<file path="src/rtl/spi_shared_master.sv">
// Round-robin SPI master shared by NUM_CH clients: optional command phase, then read phase.
// Define SPI_MODE3_EN for CPOL=1/CPHA=1 (SCLK idles high); the default build is mode 0.
module spi_shared_master #(
  parameter int NUM_CH  = 2,
  parameter int CMD_W   = 32,
  parameter int DATA_W  = 8,
  parameter int CLK_DIV = 2
) (
  input  logic                    clk,
  input  logic                    rstn,
  input  logic [NUM_CH-1:0]       req_valid,
  input  logic [NUM_CH-1:0]       req_cmd_en,
  input  logic [NUM_CH*CMD_W-1:0] req_cmd,
  output logic [NUM_CH-1:0]       req_ready,
  output logic [DATA_W-1:0]       rsp_data,
  output logic                    sclk,
  output logic                    mosi,
  input  logic                    miso,
  output logic [NUM_CH-1:0]       cs_n
);

  localparam int GW   = (NUM_CH > 1) ? $clog2(NUM_CH) : 1;
  localparam int DVW  = (CLK_DIV > 1) ? $clog2(CLK_DIV) : 1;
  localparam int MAXW = (CMD_W > DATA_W) ? CMD_W : DATA_W;
  localparam int EW   = $clog2(2 * MAXW);

  localparam logic [DVW-1:0] DIV_MAX   = DVW'(CLK_DIV - 1);
  localparam logic [EW-1:0]  CMD_LAST  = EW'(2 * CMD_W - 1);
  localparam logic [EW-1:0]  DATA_LAST = EW'(2 * DATA_W - 1);

`ifdef SPI_MODE3_EN
  localparam logic SCLK_IDLE = 1'b1;
`else
  localparam logic SCLK_IDLE = 1'b0;
`endif

  typedef enum logic [2:0] {
    IDLE, SETUP, CMD, DATA, HOLD, DONE
  } state_e;

  state_e             state_q, state_d;
  logic [DVW-1:0]     div_q, div_d;
  logic [EW-1:0]      edge_q, edge_d;
  logic               sclk_q, sclk_d;
  logic [GW-1:0]      grant_q, grant_d;
  logic [GW-1:0]      last_q, last_d;
  logic               cmd_en_q, cmd_en_d;
  logic [CMD_W-1:0]   tx_q, tx_d;
  logic [DATA_W-1:0]  rx_q, rx_d;
  logic [DATA_W-1:0]  rsp_q, rsp_d;
  logic [NUM_CH-1:0]  ready_q, ready_d;

  logic [NUM_CH-1:0]  elig;
  logic [GW-1:0]      pick;
  logic               found;
  logic               tick;
  logic               last_edge;

  // The client just completed may still hold req_valid in its ready cycle.
  assign elig = req_valid & ~ready_q;

  always_comb begin
    pick  = last_q;
    found = 1'b0;
    for (int k = 1; k <= NUM_CH; k++) begin
      if (!found && elig[(int'(last_q) + k) % NUM_CH]) begin
        found = 1'b1;
        pick  = GW'((int'(last_q) + k) % NUM_CH);
      end
    end
  end

  assign tick      = (div_q == DIV_MAX);
  assign last_edge = (edge_q == ((state_q == CMD) ? CMD_LAST : DATA_LAST));

  always_comb begin
    state_d  = state_q;
    div_d    = div_q;
    edge_d   = edge_q;
    sclk_d   = sclk_q;
    grant_d  = grant_q;
    last_d   = last_q;
    cmd_en_d = cmd_en_q;
    tx_d     = tx_q;
    rx_d     = rx_q;
    rsp_d    = rsp_q;
    ready_d  = '0;
    unique case (state_q)
      IDLE: begin
        if (found) begin
          grant_d  = pick;
          cmd_en_d = req_cmd_en[pick];
          tx_d     = req_cmd[int'(pick)*CMD_W +: CMD_W];
          div_d    = '0;
          state_d  = SETUP;
        end
      end
      SETUP: begin
        if (tick) begin
          div_d   = '0;
          edge_d  = '0;
          state_d = cmd_en_q ? CMD : DATA;
        end else begin
          div_d = div_q + 1'b1;
        end
      end
      CMD, DATA: begin
        if (tick) begin
          div_d  = '0;
          sclk_d = ~sclk_q;
          edge_d = edge_q + 1'b1;
          if (!sclk_q && state_q == DATA) begin
            rx_d = {rx_q[DATA_W-2:0], miso};
          end
          // Mode 3 opens on a falling edge that must keep the MSB in place.
          if (sclk_q && edge_q != '0 && state_q == CMD) begin
            tx_d = {tx_q[CMD_W-2:0], 1'b0};
          end
          if (last_edge) begin
            edge_d  = '0;
            state_d = (state_q == CMD) ? DATA : HOLD;
          end
        end else begin
          div_d = div_q + 1'b1;
        end
      end
      HOLD: begin
        if (tick) begin
          div_d   = '0;
          state_d = DONE;
        end else begin
          div_d = div_q + 1'b1;
        end
      end
      DONE: begin
        rsp_d            = rx_q;
        ready_d[grant_q] = 1'b1;
        last_d           = grant_q;
        state_d          = IDLE;
      end
      default: state_d = IDLE;
    endcase
  end

  always_ff @(posedge clk or negedge rstn) begin
    if (!rstn) begin
      state_q  <= IDLE;
      div_q    <= '0;
      edge_q   <= '0;
      sclk_q   <= SCLK_IDLE;
      grant_q  <= '0;
      last_q   <= GW'(NUM_CH - 1);
      cmd_en_q <= 1'b0;
      tx_q     <= '0;
      rx_q     <= '0;
      rsp_q    <= '0;
      ready_q  <= '0;
    end else begin
      state_q  <= state_d;
      div_q    <= div_d;
      edge_q   <= edge_d;
      sclk_q   <= sclk_d;
      grant_q  <= grant_d;
      last_q   <= last_d;
      cmd_en_q <= cmd_en_d;
      tx_q     <= tx_d;
      rx_q     <= rx_d;
      rsp_q    <= rsp_d;
      ready_q  <= ready_d;
    end
  end

  always_comb begin
    cs_n = '1;
    if (state_q inside {SETUP, CMD, DATA, HOLD}) begin
      cs_n[grant_q] = 1'b0;
    end
  end

  assign mosi      = cmd_en_q & (state_q == SETUP || state_q == CMD)
                   & tx_q[CMD_W-1];
  assign sclk      = sclk_q;
  assign req_ready = ready_q;
  assign rsp_data  = rsp_q;

endmodule
</file>
<file path="config.mk">
export PLATFORM = sky130hd
export DESIGN_NAME = spi_shared_master
export DESIGN_NICKNAME = d
export VERILOG_FILES = /design/src/rtl/spi_shared_master.sv
export SDC_FILE = /design/constraint.sdc
export NUM_CORES = 1
export LEC_CHECK = 0
export CAP_MARGIN = 15
export CORE_MARGIN = 1.5
export CORE_UTILIZATION = 44
export DETAILED_ROUTE_END_ITERATION = 8
export PLACE_DENSITY = 0.72
export SYNTH_ARGS = -nofsm -noshare
export SYNTH_HDL_FRONTEND = slang
export SYNTH_SLANG_ARGS = --single-unit
</file>
<file path="constraint.sdc">
create_clock -name clk -period 2.8 [get_ports clk]
set_clock_uncertainty 0.05 [all_clocks]
set_input_delay 0.84 -clock clk [delete_from_list [all_inputs] [get_ports clk]]
set_output_delay 0.84 -clock clk [all_outputs]
set_load 0.1 [all_outputs]
</file>
# [Word-level counts from Yosys, hierarchy flattened]
# Index checks and enable logic that the tools add are counted.
[totals] regBits=64 in_bits=71 output_inout_bits=14 elab_cells=100
[op_classes] add_sub_neg=4 order_cmp=5 n_eq_ne=12 shift=1 n_mux=36 bitwise=8 reduce_logical=23
[ops] cell="32-bit 2-to-1 mux" count=3
[ops] cell="32-bit case mux with 2 select lines" count=1
[ops] cell="64-bit by 7-bit indexed part select with 32-bit output" count=1
[ops] cell="6-bit 2-to-1 mux" count=4
[ops] cell="3-bit 2-to-1 mux" count=6
[ops] cell="1-bit 2-to-1 mux" count=16
[ops] cell="2-bit != test, second input constant" count=6
[ops] cell="3-bit case mux with 4 select lines" count=1
[ops] cell="6-bit case mux with 2 select lines" count=1
[ops] cell="6-bit by 1-bit adder with 6-bit output, second input constant" count=1
[ops] cell="3-bit by 2-bit equality test with 1-bit output, second input constant" count=2
[ops] cell="3-bit equality test, second input constant" count=2
[ops] cell="6-bit equality test" count=1
[ops] cell="2-bit by 3-bit less-than comparator with 1-bit output, second input constant" count=2
[ops] cell="2-bit AND reduction" count=3
[ops] cell="3-bit AND reduction" count=2
[ops] cell="2-bit nonzero test" count=3
[ops] cell="6-bit nonzero test" count=1
[ops] cell="1-bit logical AND" count=5
[ops] cell="5-bit AND reduction" count=1
[ops] cell="1-bit by 2-bit less-than comparator with 1-bit output, second input constant" count=2
[ops] cell="2-bit 2-to-1 mux" count=2
[ops] cell="2-bit inverter" count=2
[ops] cell="4-bit AND reduction" count=1
[ops] cell="15 further kinds" count=20

# [Depth between registers and ports, before layout]
# Gate-level depths: netlist of run 1.
[depth] depth_word=12 depth_mapped=7 ltp_nobuf=6

# [Worst setup path before layout of run 1]
# No wires, ideal clock.
[synth_timing] path_type="register -> output" startpoint="reg state_q[1]" endpoint="out mosi" arrival_ps=2674 required_ps=1910 slack_ps=-764 path_stages_with_launch=4 path_buffers=1 path_cell_list="dfrtp_1 buf_4 xnor2_1 nor3_1"
[synth_between] elab_chain_len=4 elab_cells_between_ends=5 cone_classes="eq/ne (2); bitwise (2); reduce/logical (1)"
[synth_lines] item="start: declaration" line="41" text="state_e state_q, state_d;"
[synth_lines] item="start signal: assignment" line="159" text="state_q <= state_d;"
[synth_lines] item="3-bit by 1-bit equality test with 1-bit output or 3-bit by 2-bit equality test with 1-bit output (tied branches)" line="180" text="assign mosi = cmd_en_q & (state_q == SETUP || state_q == CMD)"
[synth_lines] item="1-bit logical OR *" line="180"
[synth_lines] item="1-bit AND *" line="180"
[synth_lines] item="1-bit AND *" line="181" text="& tx_q[CMD_W-1];"
[synth_lines] item="end: declaration" line="17" text="output logic mosi,"
# Every way passes the cells marked *; elsewhere a longest branch is shown, timed or not.

# [Final worst setup path of run 1]
[layout_timing] startpoint="reg state_q[0]" endpoint="out cs_n[0]"
[layout_between] elab_chain_len=3 elab_cells_between_ends=6 cone_classes="eq/ne (4); mux (1); reduce/logical (1)"
[layout_lines] item="3-bit by 1-bit equality test with 1-bit output, or another cell as far along" line="175" text="if (state_q inside {SETUP, CMD, DATA, HOLD}) begin"
[layout_lines] item="4-bit nonzero test *" line="175"
[layout_lines] item="2-bit 2-to-1 mux *" line="175"
[layout_lines] item="end: declaration" line="19" text="output logic [NUM_CH-1:0] cs_n"
# Marked as above.

==> results of run 1 <==
-- placed cells by master (no fill, tap or decap), types with 2 or more instances in the layout --
cell type        instances
a21o_1                   4
nor3b_1                  2
clkdlybuf4s50_1         69
nand2b_1                 3
inv_1                    3
mux2_2                  42
a21oi_1                  7
nand3_1                  5
buf_12                   7
nor2_1                  41
nand2_1                 77
dfrtp_1                 63
clkbuf_8                11
a31oi_1                 32
mux2_1                   5
clkinv_2                 2
ha_1                     2
buf_4                   12
xnor2_1                  4
o21ai_0                  8
nor3_1                   4
o31ai_1                  2
-- layer usage --
layer,vias up,part of all wire (%),global-route usage (%)
met4,0,1.0,5.95
met5,-,0,0
met2,79,45,29.5
met1,1304,46,27.4
li1,1352,-,-
met3,7,7.9,8.29
-- registers in the layout, summed over array words and instances, names as in the netlist, 2 cells and up --
name / cells
state_q: 3
edge_q: 6
tx_q: 32
rsp_data: 8
req_ready: 2
rx_q: 8
-- final cells by class --
| class | count | area (um^2) | area share, % |
|---|---|---|---|
| Timing Repair Buffer | 89 | 926 | 20.9 |
| Inverter | 3 | 11.3 | 0.254 |
| Sequential cell | 64 | 1600 | 36.1 |
| Multi-Input combinational cell | 258 | 1600 | 36.1 |
| Clock inverter | 3 | 17.5 | 0.394 |
| Tap cell | 99 | 124 | 2.79 |
| Clock buffer | 12 | 155 | 3.49 |
-- final timing paths --
path	from	to	slack, ns	cells past startpoint
worst max-delay path	state_q[0]	cs_n[0]	0.26	4
worst min-delay path	rstn	tx_q[8]	0.44	1
worst max register to register	state_q[2]	tx_q[31]	0.77	4
worst min register to register	tx_q[0]	tx_q[0]	0.44	2
max in group asynchronous	rstn	last_q	1.57	2
min in group clk	tx_q[0]	tx_q[0]	0.44	2
-- stage by stage --
stage | setup slack (ns) | instance area (um^2)
after detailed placement | 0.204 | 4270
final | 0.261 | 4440
after global placement | 0.239 | 4270
after floorplan | 0.0822 | 3330
after CTS | 0.238 | 4440
after global routing | 0.123 | 4440
-- cells by family (layout without fill, tap and decap cells) --
logic type               after synthesis  count (layout)  share of synthesized area, %
XOR/XNOR                               4               4                          1.05
flip-flops                            64              64                          48.2
AO/OA/AOI/OAI                         58              58                          10.8
adder cells (fa/ha/maj)                2               2                         0.752
AND/OR/NAND/NOR                      146             146                          18.8
buffers and inverters                 25             107                          4.21
multiplexers                          48              48                          16.2
-- power groups by stage --
stage / combinational [mW] / clock, mW / sequential, mW
floorplan: 1.07 / 0 / 1.50
global placement: 1.42 / 0 / 1.51
detailed placement: 1.46 / 0 / 1.53
global route: 1.60 / 0.781 / 1.56
finish: 1.44 / 0.706 / 1.51
CTS: 1.46 / 0.727 / 1.51
-- critical path, cell delays in order (launching register included) --
cell and delay, ns:
dfrtp_1 0.48, nor2_2 0.30, xnor2_1 0.19, nand2_1 0.14, buf_12 0.19
==> run_results.csv, run 1 <==
group,metric,value,unit
timing,rsz0062_at_grt,"false",
worst_setup_path,cp-end-kind,"primary output",
floorplanning,start_util,45.6,%
finish,nNetsFinal,498,
routing,drt_iter0_markers,142,
pwr,power_switching,1.31,mW
grt,grt_pass1_vias,2693,
synthesis,synth_seq_cells,64,
worst_setup_path,arrival,1.65,ns
routing,drt-pass1-iter-count,4,
finish,utilization,60.9,%
routing,ant_nets,0,
clocking,cts_tree,"done",
placed_design,dpl.cell_count,513,
timing,min_period_over_period,90.7,%
synthesis,seq_area_frac_synth,48.2,%
finish,antenna-diode-count,0,
pwr,totalPowerFinal,3.66,mW
clocking,cts_root_buffer,"clkbuf_8",
grt,grt_pass1_wl,13000,um
synthesis,syn_nets,420,
grt,grt_max_degree,64,
floorplanning,row_count,31,
pwr,swShare,35.6,%
routing,drc,0,
pwr,p_clk_share,19.3,%
timing,clock.fmax,394,MHz
pwr,combPwrFrac,39.4,%
finish,drive_gt1_share,19.6,%
routing,vias,2742,
pwr,seqPwrFrac,41.3,%
floorplanning,ioPinCount,85,
pwr,ir_drop,0.594,mV
synthesis,synth_area,3330,um^2
worst_setup_path,worst-path-max-fanout,9,
timing,setup_viol,0,
synthesis,avgSynthCellArea,9.59,um^2
finish,syn_to_final_growth,33.4,%
synthesis,ys.flop_type,"dfrtp_1",
clocking,cts.htree.levels,3,
clocking,clk_pin_slew,0.07,ns
timing,worst_pin_slew,0.586,ns
timing,max-slew-margin-rel,60.9,%
timing,setup_tns,0,ns
timing,holdWs,0.439,ns
clocking,clk_latency,0.34,ns
routing,routed_wl,7460,um
synthesis,yosysTopAreaCell,"dfrtp_1",
clocking,ctsLongestPathBuffers,2,
pwr,powerDensity,825,nW/um^2
worst_setup_path,critPathRequiredTime,1.91,ns
pwr,p_int,2.36,mW
finish,fillers,658,
synthesis,yosys_warnings,0,
floorplanning,die_y,90.0,um
synthesis,synth.area.top_cells,"dfrtp_1 (47%), mux2_2 (14%), nand2_1 (8.7%)",
placed_design,dp_hpwl,5050,um
clocking,cts-buffers-inserted,9,
placed_design,routabilityCongestion,0.791,
clocking,clock-sinks,64,
pwr,static-leakage-power,2.03,nW
synthesis,synth_most_common_cell,"nand2_1",
worst_hold_path,hold_path_class,"in -> async",
finish,final_cell_count_no_fill,528,
placed_design,port_buffers,84,
synthesis,synth_top_area_share,47.4,%
synthesis,postSynthCellCount,347,
clocking,cts-resized-gates,0,
synthesis,synth_cell_types,39,
synthesis,synth_edf_count,0,
clocking,cts_setup_buffers,0,
grt,overflow,0,
floorplanning,dieArea,8090,um^2
synthesis,synth-async-reset-ratio,100,%
grt,antenna_found_initial,0,
run,max-cap-violations,0,
floorplanning,die_w,90.0,um
clocking,ctsHoldBuffers,0,
worst_setup_path,critical_path_class,"reg -> out",
timing,finalMaxSlewViolations,0,
timing,finalHoldViolations,0,
worst_setup_path,cp-start-kind,"flip-flop",
grt,grt_usage,20.1,%
routing,post_drt_via_cell_ratio,5.19,
routing,wl_per_cell,14.1,um
synthesis,synthTopCellsByCount,"nand2_1 (77), dfrtp_1 (63), mux2_2 (42)",
floorplanning,core_area,7290,um^2
status,status,"complete, no violations",
timing,period_minus_slack,2.54,ns
Power figures use the tool's default switching activity.
==> run 2, diff against run 1 <==
--- a/config.mk
+++ b/config.mk
@@ -9,6 +9,7 @@
 export CORE_MARGIN = 1.5
 export CORE_UTILIZATION = 44
 export DETAILED_ROUTE_END_ITERATION = 8
+export MAX_ROUTING_LAYER = met4
 export PLACE_DENSITY = 0.72
 export SYNTH_ARGS = -nofsm -noshare
 export SYNTH_HDL_FRONTEND = slang
==> run_results.csv, run 2 (synthesized netlist as in run 1, its figures left out) <==
group,metric,value,unit
status,status,"complete, no violations",
clocking,ctsHoldBuffers,0,
routing,post_drt_via_cell_ratio,5.16,
worst_setup_path,r2r_slack,0.77,ns
worst_setup_path,critPathRequiredTime,1.91,ns
run,max-cap-violations,0,
clocking,cts_setup_buffers,0,
worst_setup_path,crit_chain,"nor2_2 > xnor2_1 > nand2_1 > buf_12",
timing,min_period_over_period,90.4,%
clocking,cts.htree.levels,3,
floorplanning,ioPinCount,85,
grt,grt_use_met2,29.4,%
routing,vias,2722,
placed_design,routabilityCongestion,0.802,
routing,routed_wl,7470,um
placed_design,dp_hpwl,5050,um
floorplanning,dieArea,8090,um^2
worst_setup_path,r2r_end,"tx_q[31]",
timing,setup_viol,0,
floorplanning,die_w,90.0,um
grt,grt_usage,20.7,%
finish,nNetsFinal,498,
timing,setup_tns,0,ns
finish,mostFrequentLayoutCells,"nand2_1 (77), clkdlybuf4s50_1 (69), dfrtp_1 (63), mux2_2 (42), nor2_1 (41)",
routing,ant_nets,0,
grt,grt_pass1_wl,13000,um
placed_design,port_buffers,84,
finish,top_register,"tx_q",
grt,grt_max_degree,64,
pwr,p_clk_share,19.2,%
timing,finalMaxSlewViolations,0,
grt,busiest_layer,"met2",
clocking,ctsLongestPathBuffers,2,
grt,antenna_found_initial,0,
worst_setup_path,critical_path_class,"reg -> out",
timing,max-slew-margin-rel,60.9,%
timing,period_minus_slack,2.53,ns
pwr,totalPowerFinal,3.66,mW
routing,drt-pass1-iter-count,4,
worst_hold_path,hold_path_class,"reg -> reg",
worst_hold_path,min_to,"tx_q[0]",
grt,overflow,0,
routing,wl_per_cell,14.1,um
clocking,clk_pin_slew,0.07,ns
pwr,swShare,35.6,%
worst_setup_path,cp-end-kind,"primary output",
finish,drive_gt1_share,19.6,%
timing,finalHoldViolations,0,
clocking,cts-buffers-inserted,9,
routing,drt_iter0_markers,116,
floorplanning,row_count,31,
grt,grt_pass1_vias,2690,
pwr,powerDensity,824,nW/um^2
floorplanning,die_y,90.0,um
clocking,clock-sinks,64,
pwr,power_switching,1.30,mW
worst_setup_path,worst-path-max-fanout,9,
worst_setup_path,worst-path-buf-inv,1,
grt,grt_util_met1,27.8,%
worst_setup_path,reg2reg_from,"state_q[2]",
clocking,clk_latency,0.34,ns
floorplanning,start_util,45.6,%
worst_setup_path,arrival,1.64,ns
timing,rsz0062_at_grt,"false",
worst_setup_path,cp-start-kind,"flip-flop",
pwr,static-leakage-power,2.03,nW
finish,ff_latch_area,1600,um^2
finish,multiInputGateArea,1600,um^2
finish,fillers,658,
floorplanning,core_area,7290,um^2
finish,mostFrequentLayoutCell,"nand2_1",
clocking,cts_tree,"done",
routing,drc,0,
pwr,p_int,2.36,mW
worst_setup_path,worstRegToRegCells,4,
finish,largest_reg_flops,32,
clocking,cts-resized-gates,0,
worst_hold_path,hold_depth,2,
pwr,ir_drop,0.594,mV
worst_setup_path,critPathSlowestCell,"dfrtp_1",
timing,worst_pin_slew,0.586,ns
grt,grtUsageMet3,7.70,%
worst_setup_path,slowest_delay,0.48,ns
worst_hold_path,worstHoldStart,"tx_q[0]",
finish,syn_to_final_growth,33.4,%
clocking,cts_root_buffer,"clkbuf_8",
pwr,combPwrFrac,39.4,%
worst_setup_path,crit_family,"flip-flops",
timing,clock.fmax,395,MHz
pwr,seqPwrFrac,41.3,%
finish,antenna-diode-count,0,
[run 2: cell counts in the layout (fill, tap and decap cells not counted)]
No cell type changed its count.
[run 2: per-layer routing]
layer / vias to the layer above / share of wire, %
li1: 1352 / -
met1: 1287 / 47
met2: 74 / 44
met3: 9 / 7.0
met4: 0 / 1.3
met5: - / 0
[run 2: power by group through the flow]
stage	Clock [mW]	Sequential (mW)	Combinational, mW
4_1_cts	0.727	1.51	1.46
3_5_place_dp	0	1.53	1.46
2_1_floorplan	0	1.50	1.07
6_report	0.703	1.51	1.44
3_3_place_gp	0	1.51	1.42
5_1_grt	0.781	1.56	1.60
[run 2: worst min-delay path: cells and delay by family (launching register included)]
| family | cells | cell delay, ns |
|---|---|---|
| flops | 1 | 0.35 |
| compound gates | 1 | 0.06 |
| simple gates | 1 | 0.05 |
[run 2: stage by stage]
stage	hold slack, ns	instance area [um^2]	util (%)	cells	setup WS [ns]
5_1_grt	0.464	4440	60.9	528	0.123
3_3_place_gp	0.415	4270	58.5	513	0.239
6_report	0.440	4440	60.9	528	0.270
3_5_place_dp	0.418	4270	58.5	513	0.204
2_1_floorplan	0.375	3330	-	347	0.0822
4_1_cts	0.443	4440	60.9	528	0.238
[run 2: area by class of cell]
type | count | share of cell area, %
multi-input combinational | 258 | 36.1
timing repair buffer | 89 | 20.9
inverter | 3 | 0.254
clock buffer | 12 | 3.49
tap | 99 | 2.79
clock inverter | 3 | 0.394
sequential | 64 | 36.1
[run 2: how the worst max path moves through the flow]
stage,start,to,slack [ns],cells past startpoint
after floorplan,state_q[0],mosi,0.08,3
after global placement,req_valid[1],tx_q[31],0.24,7
after detailed placement,req_valid[1],tx_q[20],0.20,7
after CTS,state_q[0],cs_n[1],0.24,4
after global routing,state_q[0],cs_n[0],0.12,4
final,state_q[0],cs_n[0],0.27,4
==> run 3, diff against run 2 <==
==> constraint.sdc (replaced) <==
create_clock -name clk -period 2.8 [get_ports clk]
set_clock_uncertainty 0.05 [all_clocks]
set_input_delay 0.84 -clock clk [delete_from_list [all_inputs] [get_ports clk]]
set_output_delay 0.84 -clock clk [all_outputs]
set_load 0.05 [all_outputs]
==> run_results.csv, run 3 (synthesized netlist as in run 1, its figures left out) <==
group,metric,value,unit
pwr,ir_drop,0.544,mV
timing,rsz0062_at_grt,"false",
timing,clock.fmax,384,MHz
timing,finalMaxSlewViolations,0,
floorplanning,die_y,90.0,um
routing,drc,0,
floorplanning,ioPinCount,85,
status,status,"complete, no violations",
worst_setup_path,crit_family,"compound AO/OA/AOI/OAI gates",
clocking,cts.htree.levels,3,
finish,fillers,637,
worst_setup_path,cp-end-kind,"flip-flop",
pwr,powerDensity,824,nW/um^2
timing,worst_pin_slew,1.01,ns
placed_design,port_buffers,84,
routing,ant_nets,0,
grt,antenna_found_initial,0,
finish,final_cell_count_no_fill,531,
finish,top_register,"tx_q",
finish,antenna-diode-count,0,
grt,grt_pass1_wl,13400,um
grt,grt_usage,20.8,%
worst_setup_path,crit_start,"req_valid[0]",
finish,syn_to_final_growth,34.6,%
routing,vias,2750,
clocking,ctsHoldBuffers,0,
run,max-cap-violations,0,
clocking,cts_setup_buffers,0,
grt,grt_pass1_vias,2850,
placed_design,dp_hpwl,5180,um
clocking,clock-sinks,64,
worst_hold_path,hold_path_class,"in -> async",
routing,post_drt_via_cell_ratio,5.18,
finish,drive_gt1_share,17.1,%
clocking,cts_root_buffer,"clkbuf_8",
finish,utilization,61.4,%
worst_setup_path,critical_path_class,"in -> reg",
grt,overflow,0,
grt,busiest_layer,"met2",
placed_design,routabilityCongestion,0.835,
finish,mostFrequentLayoutCell,"clkdlybuf4s50_1",
worst_setup_path,slowest_delay,0.82,ns
timing,period_minus_slack,2.60,ns
routing,drt_iter0_markers,76,
finish,stdcell_area,4480,um^2
placed_design,dpl-instance-area,4260,um^2
timing,max-slew-margin-rel,32.6,%
routing,routed_wl,7470,um
worst_setup_path,critPathSlowestCell,"o21ai_4",
routing,wl_per_cell,14.1,um
timing,min_period_over_period,92.9,%
worst_setup_path,reg2reg_from,"edge_q[2]",
worst_setup_path,worst-path-buf-inv,1,
timing,setup_tns,0,ns
clocking,cts_tree,"done",
clocking,cts-buffers-inserted,9,
floorplanning,dieArea,8090,um^2
floorplanning,die_w,90.0,um
routing,drt-pass1-iter-count,4,
worst_setup_path,worst-path-max-fanout,33,
worst_setup_path,cp-start-kind,"primary input",
finish,nNetsFinal,500,
clocking,clk_latency,0.33,ns
timing,finalHoldViolations,0,
grt,grtUsageMet3,5.84,%
floorplanning,start_util,45.6,%
worst_setup_path,r2r_slack,0.50,ns
finish,largest_reg_flops,32,
pwr,static-leakage-power,2.03,nW
timing,holdWs,0.407,ns
finish,mostFrequentLayoutCells,"clkdlybuf4s50_1 (80), nand2_1 (77), dfrtp_1 (63), mux2_2 (42), nor2_1 (41)",
floorplanning,core_area,7290,um^2
grt,grt_use_met2,31.8,%
worst_setup_path,crit_chain,"clkdlybuf4s50_1 > nand2b_1 > a21oi_1 > o21ai_4 > mux2_2",
worst_setup_path,critPathRequiredTime,2.96,ns
clocking,clk_pin_slew,0.07,ns
grt,grt_util_met1,27.0,%
clocking,ctsLongestPathBuffers,2,
clocking,cts-resized-gates,0,
timing,setup_viol,0,
grt,grt_max_degree,64,
placed_design,dpl.cell_count,515,
worst_setup_path,arrival,2.76,ns
floorplanning,row_count,31,
## run 3: worst paths after layout
check	to	depth (start not counted)
max in group asynchronous	last_q	2
worst max register to register	tx_q[21]	4
min in group clk	req_ready[0]	1
worst min register to register	req_ready[0]	1
worst min-delay path	tx_q[9]	1
worst max-delay path	tx_q[21]	5
## run 3: cell type report
class,count,area [um^2],share of cell area (%)
clock buffers,13,159,3.55
repair buffers,91,918,20.5
well taps,99,124,2.77
inverters,3,11.3,0.251
flip-flops and latches,64,1600,35.8
clock inverters,3,65.1,1.45
multi-input cells,258,1600,35.7
## run 3: worst reg2reg max path, stage by stage (launching register included)
cell     delay (ns)
dfrtp_1        0.43
nor4_1         0.32
a21oi_1        0.16
o21ai_4        0.79
mux2_2         0.43
## run 3: power by group
| part | leakage (nW) | internal [mW] | total (mW) | switching, mW |
|---|---|---|---|---|
| logic | 1.09 | 0.684 | 1.29 | 0.609 |
| clock network | 0.114 | 0.550 | 0.887 | 0.337 |
| registers | 0.823 | 1.27 | 1.51 | 0.246 |
## run 3: metal layers
metal	part of all wire, %	vias up
li1	-	1351
met1	46	1306
met2	47	87
met3	6.5	6
met4	0.96	0
met5	0	-
## run 3: stage by stage
step / power, mW / setup WS, ns
after global routing: 3.96 / 0.0824
final: 3.69 / 0.198
after CTS: 3.73 / 0.192
after global placement: 2.78 / -0.121
after detailed placement: 2.83 / -0.156
after floorplan: 2.48 / 0.217
